[src/rtl/regfile_wb_arbiter_pkg.sv]
// Shared definitions for the register-file writeback arbiter: default widths
// and the port-select encoding used by the round-robin pointer.
package regfile_wb_arbiter_pkg;

  localparam int XLEN_D = 32;
  localparam int AW_D   = 5;
  localparam int NREG_D = 32;

  typedef enum logic {
    SEL_A = 1'b0,
    SEL_B = 1'b1
  } sel_e;

endpackage

[src/rtl/regfile_wb_arbiter_scoreboard.sv]
// Per-register pending scoreboard: set on issue, cleared on accepted writeback,
// with source-register busy lookups for decode stalls.
module wb_scoreboard #(
  parameter int AW   = 5,
  parameter int NREG = 32
) (
  input  logic          clk,
  input  logic          rst,
  input  logic          i_set_en,
  input  logic [AW-1:0] i_set_idx,
  input  logic          i_clr_en,
  input  logic [AW-1:0] i_clr_idx,
  input  logic [AW-1:0] i_rs1,
  input  logic [AW-1:0] i_rs2,
  output logic          o_rs1_busy,
  output logic          o_rs2_busy
);

  logic [NREG-1:0] r_pending;
  logic [NREG-1:0] w_pending_nxt;

  // The set is applied after the clear so a new producer to the same index wins.
  always_comb begin
    w_pending_nxt = r_pending;
    if (i_clr_en && (i_clr_idx != '0)) w_pending_nxt[i_clr_idx] = 1'b0;
    if (i_set_en && (i_set_idx != '0)) w_pending_nxt[i_set_idx] = 1'b1;
    w_pending_nxt[0] = 1'b0;
  end

  // NOTE: sequential state uses non-blocking assignments so every register
  // samples pre-edge values regardless of block ordering.
  always_ff @(posedge clk) begin
    if (rst) r_pending <= '0;
    else     r_pending <= w_pending_nxt;
  end

  assign o_rs1_busy = (i_rs1 != '0) && r_pending[i_rs1];
  assign o_rs2_busy = (i_rs2 != '0) && r_pending[i_rs2];

endmodule

[src/rtl/regfile_wb_arbiter.sv]
// Two-port writeback arbiter in front of the register file's single write port,
// with a registered write stage and a pending-writeback scoreboard.
module regfile_wb_arbiter
  import regfile_wb_arbiter_pkg::*;
#(
  parameter int XLEN  = XLEN_D,
  parameter int AW    = AW_D,
  parameter int NREG  = NREG_D,
  parameter bit RR_EN = 1'b1
) (
  input  logic            clk,
  input  logic            rst,
  input  logic            a_valid,
  input  logic [AW-1:0]   a_rd,
  input  logic [XLEN-1:0] a_data,
  output logic            a_ready,
  input  logic            b_valid,
  input  logic [AW-1:0]   b_rd,
  input  logic [XLEN-1:0] b_data,
  output logic            b_ready,
  output logic            rf_we,
  output logic [AW-1:0]   rf_rd,
  output logic [XLEN-1:0] rf_indata,
  input  logic            issue_valid,
  input  logic [AW-1:0]   issue_rd,
  input  logic [AW-1:0]   rs1,
  input  logic [AW-1:0]   rs2,
  output logic            rs1_busy,
  output logic            rs2_busy
);

  sel_e            r_ptr;
  logic            r_we;
  logic [AW-1:0]   r_rd;
  logic [XLEN-1:0] r_data;

  logic            w_gnt_a;
  logic            w_gnt_b;
  logic            w_both;
  logic [AW-1:0]   w_rd;
  logic [XLEN-1:0] w_data;
  logic            w_wr;

  assign w_both = a_valid && b_valid;

  // NOTE: every combinational output gets a default first so no latch is inferred.
  always_comb begin
    w_gnt_a = 1'b0;
    w_gnt_b = 1'b0;
    if (!rst) begin
      if (w_both) begin
        if (RR_EN && (r_ptr == SEL_B)) w_gnt_b = 1'b1;
        else                           w_gnt_a = 1'b1;
      end else begin
        w_gnt_a = a_valid;
        w_gnt_b = b_valid;
      end
    end
  end

  assign a_ready = w_gnt_a;
  assign b_ready = w_gnt_b;

  assign w_rd   = w_gnt_b ? b_rd   : a_rd;
  assign w_data = w_gnt_b ? b_data : a_data;
  assign w_wr   = (w_gnt_a || w_gnt_b) && (w_rd != '0);

  // Pointer only moves on contention, toward the side that just lost.
  always_ff @(posedge clk) begin
    if (rst) begin
      r_ptr <= SEL_A;
    end else if (RR_EN && w_both) begin
      r_ptr <= w_gnt_a ? SEL_B : SEL_A;
    end
  end

  // Index/data hold their last written value while the write enable is low.
  always_ff @(posedge clk) begin
    if (rst) begin
      r_we   <= 1'b0;
      r_rd   <= '0;
      r_data <= '0;
    end else begin
      r_we <= w_wr;
      if (w_wr) begin
        r_rd   <= w_rd;
        r_data <= w_data;
      end
    end
  end

  assign rf_we     = r_we;
  assign rf_rd     = r_rd;
  assign rf_indata = r_data;

  wb_scoreboard #(
    .AW   (AW),
    .NREG (NREG)
  ) u_scoreboard (
    .clk        (clk),
    .rst        (rst),
    .i_set_en   (issue_valid),
    .i_set_idx  (issue_rd),
    .i_clr_en   (w_wr),
    .i_clr_idx  (w_rd),
    .i_rs1      (rs1),
    .i_rs2      (rs2),
    .o_rs1_busy (rs1_busy),
    .o_rs2_busy (rs2_busy)
  );

endmodule

[config.mk]
export PLATFORM = sky130hd
export DESIGN_NAME = regfile_wb_arbiter
export DESIGN_NICKNAME = d
export VERILOG_FILES = /design/src/rtl/regfile_wb_arbiter_pkg.sv /design/src/rtl/regfile_wb_arbiter_scoreboard.sv /design/src/rtl/regfile_wb_arbiter.sv
export SDC_FILE = /design/constraint.sdc
export NUM_CORES = 1
export LEC_CHECK = 0
export BUFFER_PORTS_ARGS = -buffer_cell sky130_fd_sc_hd__buf_2
export CAP_MARGIN = 40
export CORE_ASPECT_RATIO = 0.8
export CORE_MARGIN = 4
export CORE_UTILIZATION = 52
export CTS_CLUSTER_DIAMETER = 200
export DETAILED_ROUTE_END_ITERATION = 6
export PLACE_DENSITY_LB_ADDON = 0.08
export RECOVER_POWER = 50
export SETUP_SLACK_MARGIN = 0.4
export SLEW_MARGIN = 25
export SYNTH_ARGS = -nofsm -noshare
export SYNTH_HDL_FRONTEND = slang
export SYNTH_SLANG_ARGS = --single-unit
[constraint.sdc]
create_clock -name clk -period 4.6 [get_ports clk]
set_input_delay 0.23 -clock clk [delete_from_list [all_inputs] [get_ports clk]]
set_output_delay 0.23 -clock clk [all_outputs]
set_load 0.005 [all_outputs]
==> flow_summary.ini <==
[timing]
rsz0062_at_grt = false
fmaxAchievable_mhz = 354
finalWorstPathRequiredPeriod_ns = 2.83
skew_ns = 0.00531
period_utilisation_layout_pct = 61.5
hold_viol = 0
tightest_slew_ns = 0.793
slew_violations = 0
slew_headroom_pct = 47.1
timing.final.ws_setup_ns = 1.77
finalSetupViolCount = 0
finalSetupTns_ns = 0

[finish]
n_fill_cell = 576
area.sequential_mm2 = 0.00140
antenna_cells = 0
final_area_mm2 = 0.00478
drive_above_1_share_pct = 29.5
nets = 622
multi_input_comb_area_mm2 = 0.00226
area.growth.synth_to_final_pct = 23.0

[hold_path]
hold-path-cell-count = 3
hold_path.startpoint = b_data[23]
worst_hold_path_type = input port to flop

[yosys]
synth_nets = 495
yosys_warnings = 0
syn-cell-area_mm2 = 0.00389
synthesized_instance_count = 401
synth_ff_type = sky130_fd_sc_hd__dfxtp_1
asyncSetResetFlopFracSynth_pct = 0
synth-seq-cells = 70
number_of_enable_type_register_cells_in_the_synthesized_netlist = 0
netlist-cell-type-count = 53
synth.yosys.seq_area_share_pct = 36.1
syn-mean-instance-area_um2 = 9.69

[global_route]
vias_in_the_first_global_route = 3517
wire_length_of_the_first_global_routing_pass_um = 17400
antenna_violations_before_repair = 0
global_router_s_overall_resource_usage_pct = 24.2
total_congestion_overflow = 0
grt_max_degree = 56

[floorplanning]
core_region_area_mm2 = 0.00706
die_height_um = 85.3
placement_rows = 27
die_w_um = 105
top_level_ports = 136
die-area_mm2 = 0.00893
initial_core_util_pct = 55.0

[worst_setup_path]
cp-startpoint = r_ptr
worstReg2RegStart = r_ptr
setup.worst_path.start_class = flop
crit_path_cell_trace = nand2b_1 > nand2_4 > a31o_1 > a31oi_4 > buf_8 > buf_4 > mux2i_1
critPathSlowestCell = sky130_fd_sc_hd__nand2_4
critPathRequiredTime_ns = 4.88
timing.critical_path.fanout_max = 37
ff2ff_path_depth = 7
critical_path.endpoint_type = flop
path_class = flop to flop
worstSetupPathDepth = 7
cp.arrival_ns = 3.10
timing.critical_path.max_delay_family = simple AND/OR/NAND/NOR gates
cp_num_buf_inv = 2
crit_path_max_incr_delay_ns = 0.46

[route]
drt.antenna.violating_nets = 0
drtPass1Iterations = 4
via_per_inst = 5.99
drc_errors = 0
wl_per_cell_um = 17.6
vias = 3713
wl_um = 10900
detail_route.iter0.violations = 310

[placement]
place.port_buffers = 135
place_area_mm2 = 0.00455
global_placer_s_final_weighted_congestion = 0.914
place_worst_setup_slack_ns = 1.50
detailedPlacementHpwl_um = 8400

[cts]
cts_made_buffers = 9
tritoncts_clock_tree = done
path_clk_slew_ns = 0.08
cts_setup_buffers = 0
post_cts_hold_buffer_count = 0
clkLatencyLatePin_ns = 0.34
htree_num_levels = 3
cts-root-to-sink-buffers = 2
ctsResizeCount = 0
cts_sinks = 70
cts.root.buffer_cell = sky130_fd_sc_hd__clkbuf_8

[flow_run]
max_cap_viol_count = 0

[pwr]
leakagePower_nw = 2.16
power.density_mw_per_mm2 = 331
vdd_drop_max_mv = 0.146

[run_status]
status = completed
==> tightest hold or removal path, stage by stage <==
cell and delay [ns]:
sky130_fd_sc_hd__buf_2 0.07, sky130_fd_sc_hd__mux2i_1 0.05, sky130_fd_sc_hd__mux2i_1 0.11
==> layout make-up <==
class | count | share of cell area (%)
clock buffers | 10 | 2.67
clock inverters | 6 | 2.80
inverters | 16 | 1.26
multi-input cells | 291 | 47.3
flip-flops and latches | 70 | 29.3
well taps | 87 | 2.28
repair buffers | 140 | 14.3
==> power breakdown <==
part	internal [mW]	switching [mW]	total (mW)	leakage [nW]
clock	0.415	0.232	0.647	0.130
sequential	0.646	0.0225	0.668	0.576
combinational	0.120	0.146	0.266	1.45
==> path summary, 6_finish.rpt <==
check	to	slack, ns
max	rf_indata[27]	1.77
min	rf_indata[23]	0.16
max reg2reg	rf_indata[27]	1.77
min reg2reg	rf_indata[6]	0.46
==> cells in the final DEF (no fill, tap or decap), drive strengths merged, types with 4 or more instances in the layout <==
master / count
dfxtp: 70
buf: 114
a31oi: 4
a31o: 7
nand3b: 4
o21ai: 24
clkbuf: 36
inv: 16
a21oi: 16
nand3: 5
a22oi: 6
mux4: 14
bufinv: 4
nand2: 55
o2bb2ai: 10
o22ai: 7
mux2i: 70
o211ai: 8
nor2: 13
==> registers in the layout, summed over array words and instances (netlist names) <==
register,cells
rf_indata,32
rf_rd,5
rf_we,1
u_scoreboard.r_pending,31
r_ptr,1
==> logic make-up (layout without fill, tap and decap cells) <==
logic type / count (synthesis) / count (layout) / synth area share (%)
compound gates: 106 / 106 / 19.2
simple gates: 98 / 98 / 12.1
mux: 86 / 86 / 26.7
flops: 70 / 70 / 36.1
buf+inv: 40 / 172 / 5.67
xor+xnor: 1 / 1 / 0.225
==> cells in the mapped netlist (2+ instances only) <==
cell type                   instances  area [um2]
sky130_fd_sc_hd__a31o_2             4        35.0
sky130_fd_sc_hd__nand3b_1           4        30.0
sky130_fd_sc_hd__a22oi_1            6        45.0
sky130_fd_sc_hd__or4_4              2        22.5
sky130_fd_sc_hd__dfxtp_1           70        1400
sky130_fd_sc_hd__mux4_2            14         315
sky130_fd_sc_hd__nand2b_1           2        12.5
sky130_fd_sc_hd__o21ai_0           20         100
sky130_fd_sc_hd__a211o_1            3        26.3
sky130_fd_sc_hd__and3_1             3        18.8
sky130_fd_sc_hd__a31o_1             3        26.3
sky130_fd_sc_hd__inv_1             15        56.3
sky130_fd_sc_hd__clkbuf_1           9        33.8
sky130_fd_sc_hd__or3_1              2        12.5
sky130_fd_sc_hd__nand3_1            5        25.0
sky130_fd_sc_hd__a22o_1             2        17.5
sky130_fd_sc_hd__buf_1              2        7.51
sky130_fd_sc_hd__a311oi_1           2        17.5
sky130_fd_sc_hd__nand2_1           54         203
sky130_fd_sc_hd__mux2_2             2        22.5
sky130_fd_sc_hd__a221oi_1           2        17.5
sky130_fd_sc_hd__o211ai_1           8        60.1
sky130_fd_sc_hd__a21oi_1           16        80.1
sky130_fd_sc_hd__nor2_1            13        48.8
sky130_fd_sc_hd__a211oi_1           2        15.0
sky130_fd_sc_hd__o22ai_1            7        43.8
sky130_fd_sc_hd__a21o_1             3        22.5
sky130_fd_sc_hd__nor3_1             2        10.0
sky130_fd_sc_hd__o21ai_1            4        20.0
sky130_fd_sc_hd__nand4b_1           2        17.5
sky130_fd_sc_hd__buf_2              8        40.0
sky130_fd_sc_hd__o2bb2ai_1         10        87.6
sky130_fd_sc_hd__a221o_1            3        30.0
sky130_fd_sc_hd__buf_12             3        60.1
sky130_fd_sc_hd__o21bai_1           2        15.0
sky130_fd_sc_hd__nor2b_1            3        18.8
sky130_fd_sc_hd__mux2i_1           70         701
sky130_fd_sc_hd__a31oi_1            4        25.0
==> routing by layer <==
metal | part of all wire [%] | track usage [%] | vias to the layer above | routed length, um
met5 | 0 | 0 | - | 0
met4 | 1.5 | 6.20 | 0 | 160
met3 | 9.3 | 6.69 | 15 | 1020
met2 | 45 | 38.2 | 178 | 4930
met1 | 44 | 32.9 | 1762 | 4800
li1 | - | - | 1758 | -
==> per-stage QoR <==
step / cells / total power [mW] / utilization (%) / hold slack, ns
after floorplan: 401 / 0.836 / - / 0.420
after global placement: 602 / 0.943 / 64.4 / 0.439
after detailed placement: 603 / 0.952 / 64.5 / 0.443
after CTS: 619 / 1.59 / 68.2 / 0.154
after global routing: 620 / 1.65 / 67.7 / 0.170
final: 620 / 1.58 / 67.7 / 0.157
No activity file was read; power rests on OpenSTA's default activity.
